`src/rtl/cpl_tag_manager_pkg.sv`:
```
// cpl_tag_manager_pkg: shared constants, CTO table, sweep states and width helper
package cpl_tag_manager_pkg;

    // Completion Timeout Value encodings; each range has a low and a high sub-range
    localparam logic [3:0] CTO_DEFAULT = 4'b0000;
    localparam logic [3:0] CTO_A_LO    = 4'b0001;
    localparam logic [3:0] CTO_A_HI    = 4'b0010;
    localparam logic [3:0] CTO_B_LO    = 4'b0101;
    localparam logic [3:0] CTO_B_HI    = 4'b0110;
    localparam logic [3:0] CTO_C_LO    = 4'b1001;
    localparam logic [3:0] CTO_C_HI    = 4'b1010;
    localparam logic [3:0] CTO_D_LO    = 4'b1101;
    localparam logic [3:0] CTO_D_HI    = 4'b1110;

    // Toggle bit used when the field is zero or reserved (8ns counter base)
    localparam logic [4:0] CTO_DEFAULT_BIT = 5'd21;

    typedef enum logic [1:0] {IDLE, SCAN, REPORT} sweep_state_t;

    // Tracker toggle-bit index for a CTO code, 8ns base clock
    function automatic logic [4:0] cto_bit_idx(input logic [3:0] cfg);
        case (cfg)
            CTO_A_LO: return 5'd13;
            CTO_A_HI: return 5'd19;
            CTO_B_LO: return 5'd21;
            CTO_B_HI: return 5'd23;
            CTO_C_LO: return 5'd25;
            CTO_C_HI: return 5'd27;
            CTO_D_LO: return 5'd29;
            CTO_D_HI: return 5'd31;
            default:  return CTO_DEFAULT_BIT;
        endcase
    endfunction

    // Bits needed to index n entries
    function automatic int tag_width(input int n);
        int w;
        w = 0;
        for (int i = 0; i < 32; i++)
            if ((1 << w) < n) w++;
        return w;
    endfunction

endpackage

```
`src/rtl/cpl_tag_manager_pe.sv`:
```
// cpl_tag_pe: lowest-index free tag priority encoder with full flag
module cpl_tag_pe #(
    parameter int N = 64,
    parameter int W = 6
) (
    input  logic [N-1:0] busy,
    output logic [W-1:0] free_tag,
    output logic         all_busy
);

    // Scan from the top so the lowest clear bit wins
    always_comb begin
        free_tag = '0;
        for (int i = N - 1; i >= 0; i--)
            if (!busy[i]) free_tag = W'(i);
    end

    assign all_busy = &busy;

endmodule

```
`src/rtl/cpl_tag_manager.sv`:
```
// cpl_tag_manager: requester tag pool, CTO bit select and completion-timeout sweep
module cpl_tag_manager
    import cpl_tag_manager_pkg::*;
#(
    parameter int ENTRY_COUNT   = 64,
    parameter int COUNTER_WIDTH = 32,
    parameter int TAG_WIDTH     = tag_width(ENTRY_COUNT)
) (
    input  logic                     clk,
    input  logic                     rst_n,
    input  logic [3:0]               cto_cfg,
    input  logic                     alloc_req,
    output logic                     alloc_gnt,
    output logic [TAG_WIDTH-1:0]     alloc_tag,
    input  logic                     cpl_valid,
    input  logic [TAG_WIDTH-1:0]     cpl_tag,
    output logic                     spurious_cpl,
    output logic                     to_add_entry,
    output logic [TAG_WIDTH-1:0]     to_add_entry_tag,
    output logic [COUNTER_WIDTH-1:0] to_bit_select,
    output logic [TAG_WIDTH-1:0]     to_query_tag,
    input  logic                     to_entry_timeout,
    output logic                     timeout_valid,
    output logic [TAG_WIDTH-1:0]     timeout_tag,
    input  logic                     timeout_ready,
    output logic [TAG_WIDTH:0]       outstanding_cnt,
    output logic                     all_busy
);

    localparam int CNT_W = TAG_WIDTH + 1;

    logic [ENTRY_COUNT-1:0] busy, busy_nxt;
    logic [CNT_W-1:0]       cnt_nxt;
    logic [TAG_WIDTH-1:0]   scan_ptr, scan_ptr_nxt, free_tag;
    sweep_state_t           state, state_nxt;
    logic                   pe_full, cpl_hit, rpt_hs, detect;

    cpl_tag_pe #(.N(ENTRY_COUNT), .W(TAG_WIDTH)) u_pe (
        .busy     (busy),
        .free_tag (free_tag),
        .all_busy (pe_full)
    );

    assign all_busy         = pe_full;
    assign alloc_gnt        = rst_n & alloc_req & ~pe_full;
    assign alloc_tag        = free_tag;
    assign to_add_entry     = alloc_gnt;
    assign to_add_entry_tag = free_tag;
    assign to_query_tag     = scan_ptr;
    assign timeout_valid    = (state == REPORT);
    assign rpt_hs           = timeout_valid & timeout_ready;
    // The tag under report belongs to the error path; a completion for it is dropped
    assign cpl_hit = cpl_valid & busy[cpl_tag] & ~(timeout_valid & (cpl_tag == timeout_tag));
    // A completion arriving in the detect cycle beats the timeout
    assign detect  = busy[scan_ptr] & to_entry_timeout & ~(cpl_valid & (cpl_tag == scan_ptr));

    // Next busy map and count: grant sets, completion and report handshake clear
    always_comb begin
        busy_nxt = busy;
        if (alloc_gnt) busy_nxt[free_tag] = 1'b1;
        if (cpl_hit) busy_nxt[cpl_tag] = 1'b0;
        if (rpt_hs) busy_nxt[timeout_tag] = 1'b0;
        cnt_nxt = outstanding_cnt + CNT_W'(alloc_gnt) - CNT_W'(cpl_hit) - CNT_W'(rpt_hs);
    end

    // Sweep next-state: walk busy tags, park on a timed-out one until accepted
    always_comb begin
        state_nxt    = state;
        scan_ptr_nxt = scan_ptr;
        case (state)
            IDLE:   if (outstanding_cnt != '0) state_nxt = SCAN;
            SCAN: begin
                if (outstanding_cnt == '0) state_nxt = IDLE;
                else if (detect) state_nxt = REPORT;
                else scan_ptr_nxt = scan_ptr + 1'b1;
            end
            REPORT: begin
                if (timeout_ready) begin
                    state_nxt    = SCAN;
                    scan_ptr_nxt = scan_ptr + 1'b1;
                end
            end
            default: state_nxt = IDLE;
        endcase
    end

    // Tag pool state and spurious-completion pulse
    always_ff @(posedge clk or negedge rst_n) begin
        if (!rst_n) begin
            busy            <= '0;
            outstanding_cnt <= '0;
            spurious_cpl    <= 1'b0;
        end else begin
            busy            <= busy_nxt;
            outstanding_cnt <= cnt_nxt;
            spurious_cpl    <= cpl_valid & ~cpl_hit;
        end
    end

    // Sweep state, pointer and latched report tag
    always_ff @(posedge clk or negedge rst_n) begin
        if (!rst_n) begin
            state       <= IDLE;
            scan_ptr    <= '0;
            timeout_tag <= '0;
        end else begin
            state    <= state_nxt;
            scan_ptr <= scan_ptr_nxt;
            if (state == SCAN && state_nxt == REPORT) timeout_tag <= scan_ptr;
        end
    end

    // One-hot tracker bit select, one cycle behind the config field
    always_ff @(posedge clk or negedge rst_n) begin
        if (!rst_n) to_bit_select <= COUNTER_WIDTH'(1) << CTO_DEFAULT_BIT;
        else        to_bit_select <= COUNTER_WIDTH'(1) << cto_bit_idx(cto_cfg);
    end

endmodule

```
`config.mk`:
```
export PLATFORM = sky130hd
export DESIGN_NAME = cpl_tag_manager
export DESIGN_NICKNAME = d
export VERILOG_FILES = /design/src/rtl/cpl_tag_manager_pkg.sv /design/src/rtl/cpl_tag_manager_pe.sv /design/src/rtl/cpl_tag_manager.sv
export SDC_FILE = /design/constraint.sdc
export NUM_CORES = 1
export LEC_CHECK = 0
export CAP_MARGIN = 20
export CORE_ASPECT_RATIO = 1.2
export CORE_MARGIN = 4
export CORE_UTILIZATION = 52
export DETAILED_ROUTE_END_ITERATION = 8
export GPL_ROUTABILITY_DRIVEN = 0
export PLACE_DENSITY_LB_ADDON = 0.05
export SLEW_MARGIN = 20
export SYNTH_ARGS = -nofsm -noshare
export SYNTH_HDL_FRONTEND = slang
export SYNTH_SLANG_ARGS = --single-unit
export TNS_END_PERCENT = 5
```
`constraint.sdc`:
```
create_clock -name clk -period 3.3 [get_ports clk]
set_input_delay 0.495 -clock clk [delete_from_list [all_inputs] [get_ports clk]]
set_output_delay 0.495 -clock clk [all_outputs]
set_load 0.005 [all_outputs]
```
==> metrics.txt <==
Tcrit/Tclk final=108.5%; Final Critical Period=roughly 3600 ps; Hold Vio Cnt, Final=0; Clock Sinks=just over 100; FF+latch count, synth=102; DIE HEIGHT=roughly 140 µm; final setup vio count=9; final core utilization=between 60 and 70%; Max Clock Skew=5.672 ps; Syn Inst Count=757; mux cell area share after synthesis=10.72%; pre-CTS WS=-1073 ps; simple-gate share of the synthesized area=between 15 and 20%; Clock Path Buffers=2; Synth Flop Type=dfrtp_1; Arr. time, crit path=3820 ps; Initial DRC Count=1115; CP Launch Type=register; final worst setup slack=-279.0 ps; Leak=approximately 4.0 nW; All-Layer GR Usage=around 36%; hpwl dp=20030 µm; final wirelength=28260 µm; initial antenna violation count=0; crit end category=register; Die Area=roughly 16000 µm²; outcome=complete, but fails checks; pwr dens=655.5 nW/µm²; Max Cap Viol=0; post-synthesis adder-cell area fraction=under 10%; first-pass GRT wire length=around 43000 µm; most frequent cells in the layout=154 x buf_4, 101 x dfrtp_1, 63 x clkdlybuf4s50_1; ys async rst share=100.0%; post-synthesis compound-gate area fraction=about 23%; Req. time, crit path=3550 ps; unrepaired setup endpoints after global routing=true; WL per Instance=about 25 µm; Post-synth EDFFs=0; Seq/Total Area, Yosys=35.71%; Design Power=roughly 0.0061 W; row count=between 40 and 50; Clk Tree Root Cell=clkbuf_16; commonest non-fill, non-tap cell in the layout=buf_4; slowest cell on the critical path=mux4_2; critical path, cell by cell=mux4_2 > mux2i_2 > o22ai_1 > a222oi_1 > o311a_2 > nor2_4 > fa_2 > inv_2 > ha_4 > ha_4 > inv_2 > fa_2 > o21bai_1 > a21oi_1 > xor2_1; critical path class=register to register; Final #Nets=roughly 970; worst hold path class=primary input to asynchronous set/reset pin; crit-path leading delay family=adder cells; I/O pins=84; clock slew at reported path FFs=70 ps; Crit Path Max Fanout=2; Slew Viols, Final=0; slowest stage delay, CP=slightly below 500 ps; failing checks=negative setup slack; H-tree depth=3; Slew headroom=between 30% and 40%; Remaining DRCs=0; Mean Syn Cell Area=around 9.4 µm²; 1st-pass router iterations=6; port buffer count=67; vias in the first global route=between 7000 and 8000; initial core utilization=a little over half; worst path buffer plus inverter count=2; yosys warns=0; DP Cell Count=between 1000 and 1500; peak supply drop=605.7 µV; P&R area growth vs syn=30.27%; layout cells sized above 1=25.32%; largest net degree at the start of global routing=between 50 and 60; CTS tree=yes; Clk Latency, worst-skew pair=roughly 360 ps; CORE AREA=13350 µm²; Worst Tran Pin Value=997.4 ps; Remaining Overflow, GRT=0; n_diodes=0; Mapped Area=roughly 7000 µm²; Die X=~120 µm; via count=just under 8000; largest family of logic cells by synthesized area=compound AO/OA/AOI/OAI gates; Via-to-Cell Ratio=6.908; Synth Area in XOR/XNOR=around 2.7%; Distinct cells, synth=74; Max Freq=around 0.28 GHz; CTS buffer count=9; ANT nets after route=0; fin cells=1116
## through the flow
step                instance area, µm²  setup TNS, ps  hold slack (ps)
CTS                               9283         -971.6            287.3
detailed placement                8914         -18740            491.6
floorplan                         7237         -927.4            199.4
global route                      9316          -1760            324.2
global placement                  8907         -18420            473.9
finish                            9316          -1095            272.2
## Yosys cell counts, types with 6 or more instances
master	instances	area [µm²]
buf_6	6	67.56
nand3_1	17	85.08
mux2_2	7	78.83
inv_1	36	135.1
xnor2_1	14	122.6
clkbuf_1	26	97.59
nor2b_1	10	62.56
nand2b_1	10	62.56
nor4_1	6	37.54
buf_2	8	40.04
dfrtp_1	101	2527
and4_1	6	52.55
nor3_1	21	105.1
ha_1	13	162.7
o21ai_0	25	125.1
nor2_1	46	172.7
xor2_1	8	70.07
a221oi_1	55	481.7
mux2i_1	17	170.2
a21oi_1	37	185.2
and2_1	11	68.82
and3_1	11	68.82
mux4_2	22	495.5
a31oi_1	52	325.3
nand2_1	49	183.9
a211oi_1	10	75.07
nand4_1	21	131.4
buf_4	27	202.7
## kinds of logic after synthesis
kind of cell | count (synthesis)
buffers and inverters | 108
XOR/XNOR | 22
other | 1
AND/OR/NAND/NOR | 234
adder cells (fa/ha/maj) | 15
AO/OA/AOI/OAI | 227
flip-flops | 102
multiplexers | 48
## per-layer routing
| layer | up-vias | wire, µm | track usage, % |
|---|---|---|---|
| met5 | - | 0 | 0 |
| met4 | 0 | 2246 | 22.57 |
| met3 | 189 | 3618 | 11.13 |
| met2 | 630 | 12310 | 54.18 |
| met1 | 3631 | 10080 | 45.03 |
| li1 | 3259 | - | - |
## what timing repair did
item / CTS / global route
resized for setup: 22 / 13
setup buffers: 1 / 0
cloned: 1 / 0
setup endpoints to repair: 18 / 13
pin swaps: 8 / 6
hold buffers: 0 / 0
## power breakdown
group          total (W)  switching, W  internal (W)
clock network    0.00106      0.000530      0.000526
logic            0.00335       0.00191       0.00144
registers        0.00170      0.000255       0.00144
total            0.00611       0.00270       0.00341
## registers in the layout, indices dropped and copies added, names as in the netlist
register	cells
outstanding_cnt	7
busy	64
state	2
to_bit_select	16
spurious_cpl	1
to_query_tag	6
timeout_tag	6
## layout make-up
type,count,area (µm²)
Sequential cell,102,2554
Inverter,38,148.9
Timing Repair Buffer,226,1921
Fill cell,1079,4036
Clock buffer,10,229.0
Tap cell,168,210.2
Clock inverter,6,52.55
Multi-Input combinational cell,566,4202
## worst paths after layout
path                            cells past startpoint      from  slack (ps)            endpoint
worst max-delay path                               15  busy[41]        -280  outstanding_cnt[5]
worst min register to register                      1  state[0]         500            state[0]
min in group clk                                    1  state[0]         500            state[0]
worst max register to register                     15  busy[41]        -280  outstanding_cnt[5]
worst min-delay path                                2     rst_n         270  outstanding_cnt[6]
max in group asynchronous                           3     rst_n        1860    to_bit_select[1]
## worst register-to-register path, cell delays in order (launching register included)
cell,delay [ps]
dfrtp_1,410
mux4_2,490
mux2i_2,200
o22ai_1,120
a222oi_1,340
o311a_2,310
nor2_4,50
fa_2,420
inv_2,80
ha_4,130
ha_4,150
inv_2,40
fa_2,360
o21bai_1,140
a21oi_1,90
xor2_1,140
Note: power is estimated with default switching activity, not from simulation.
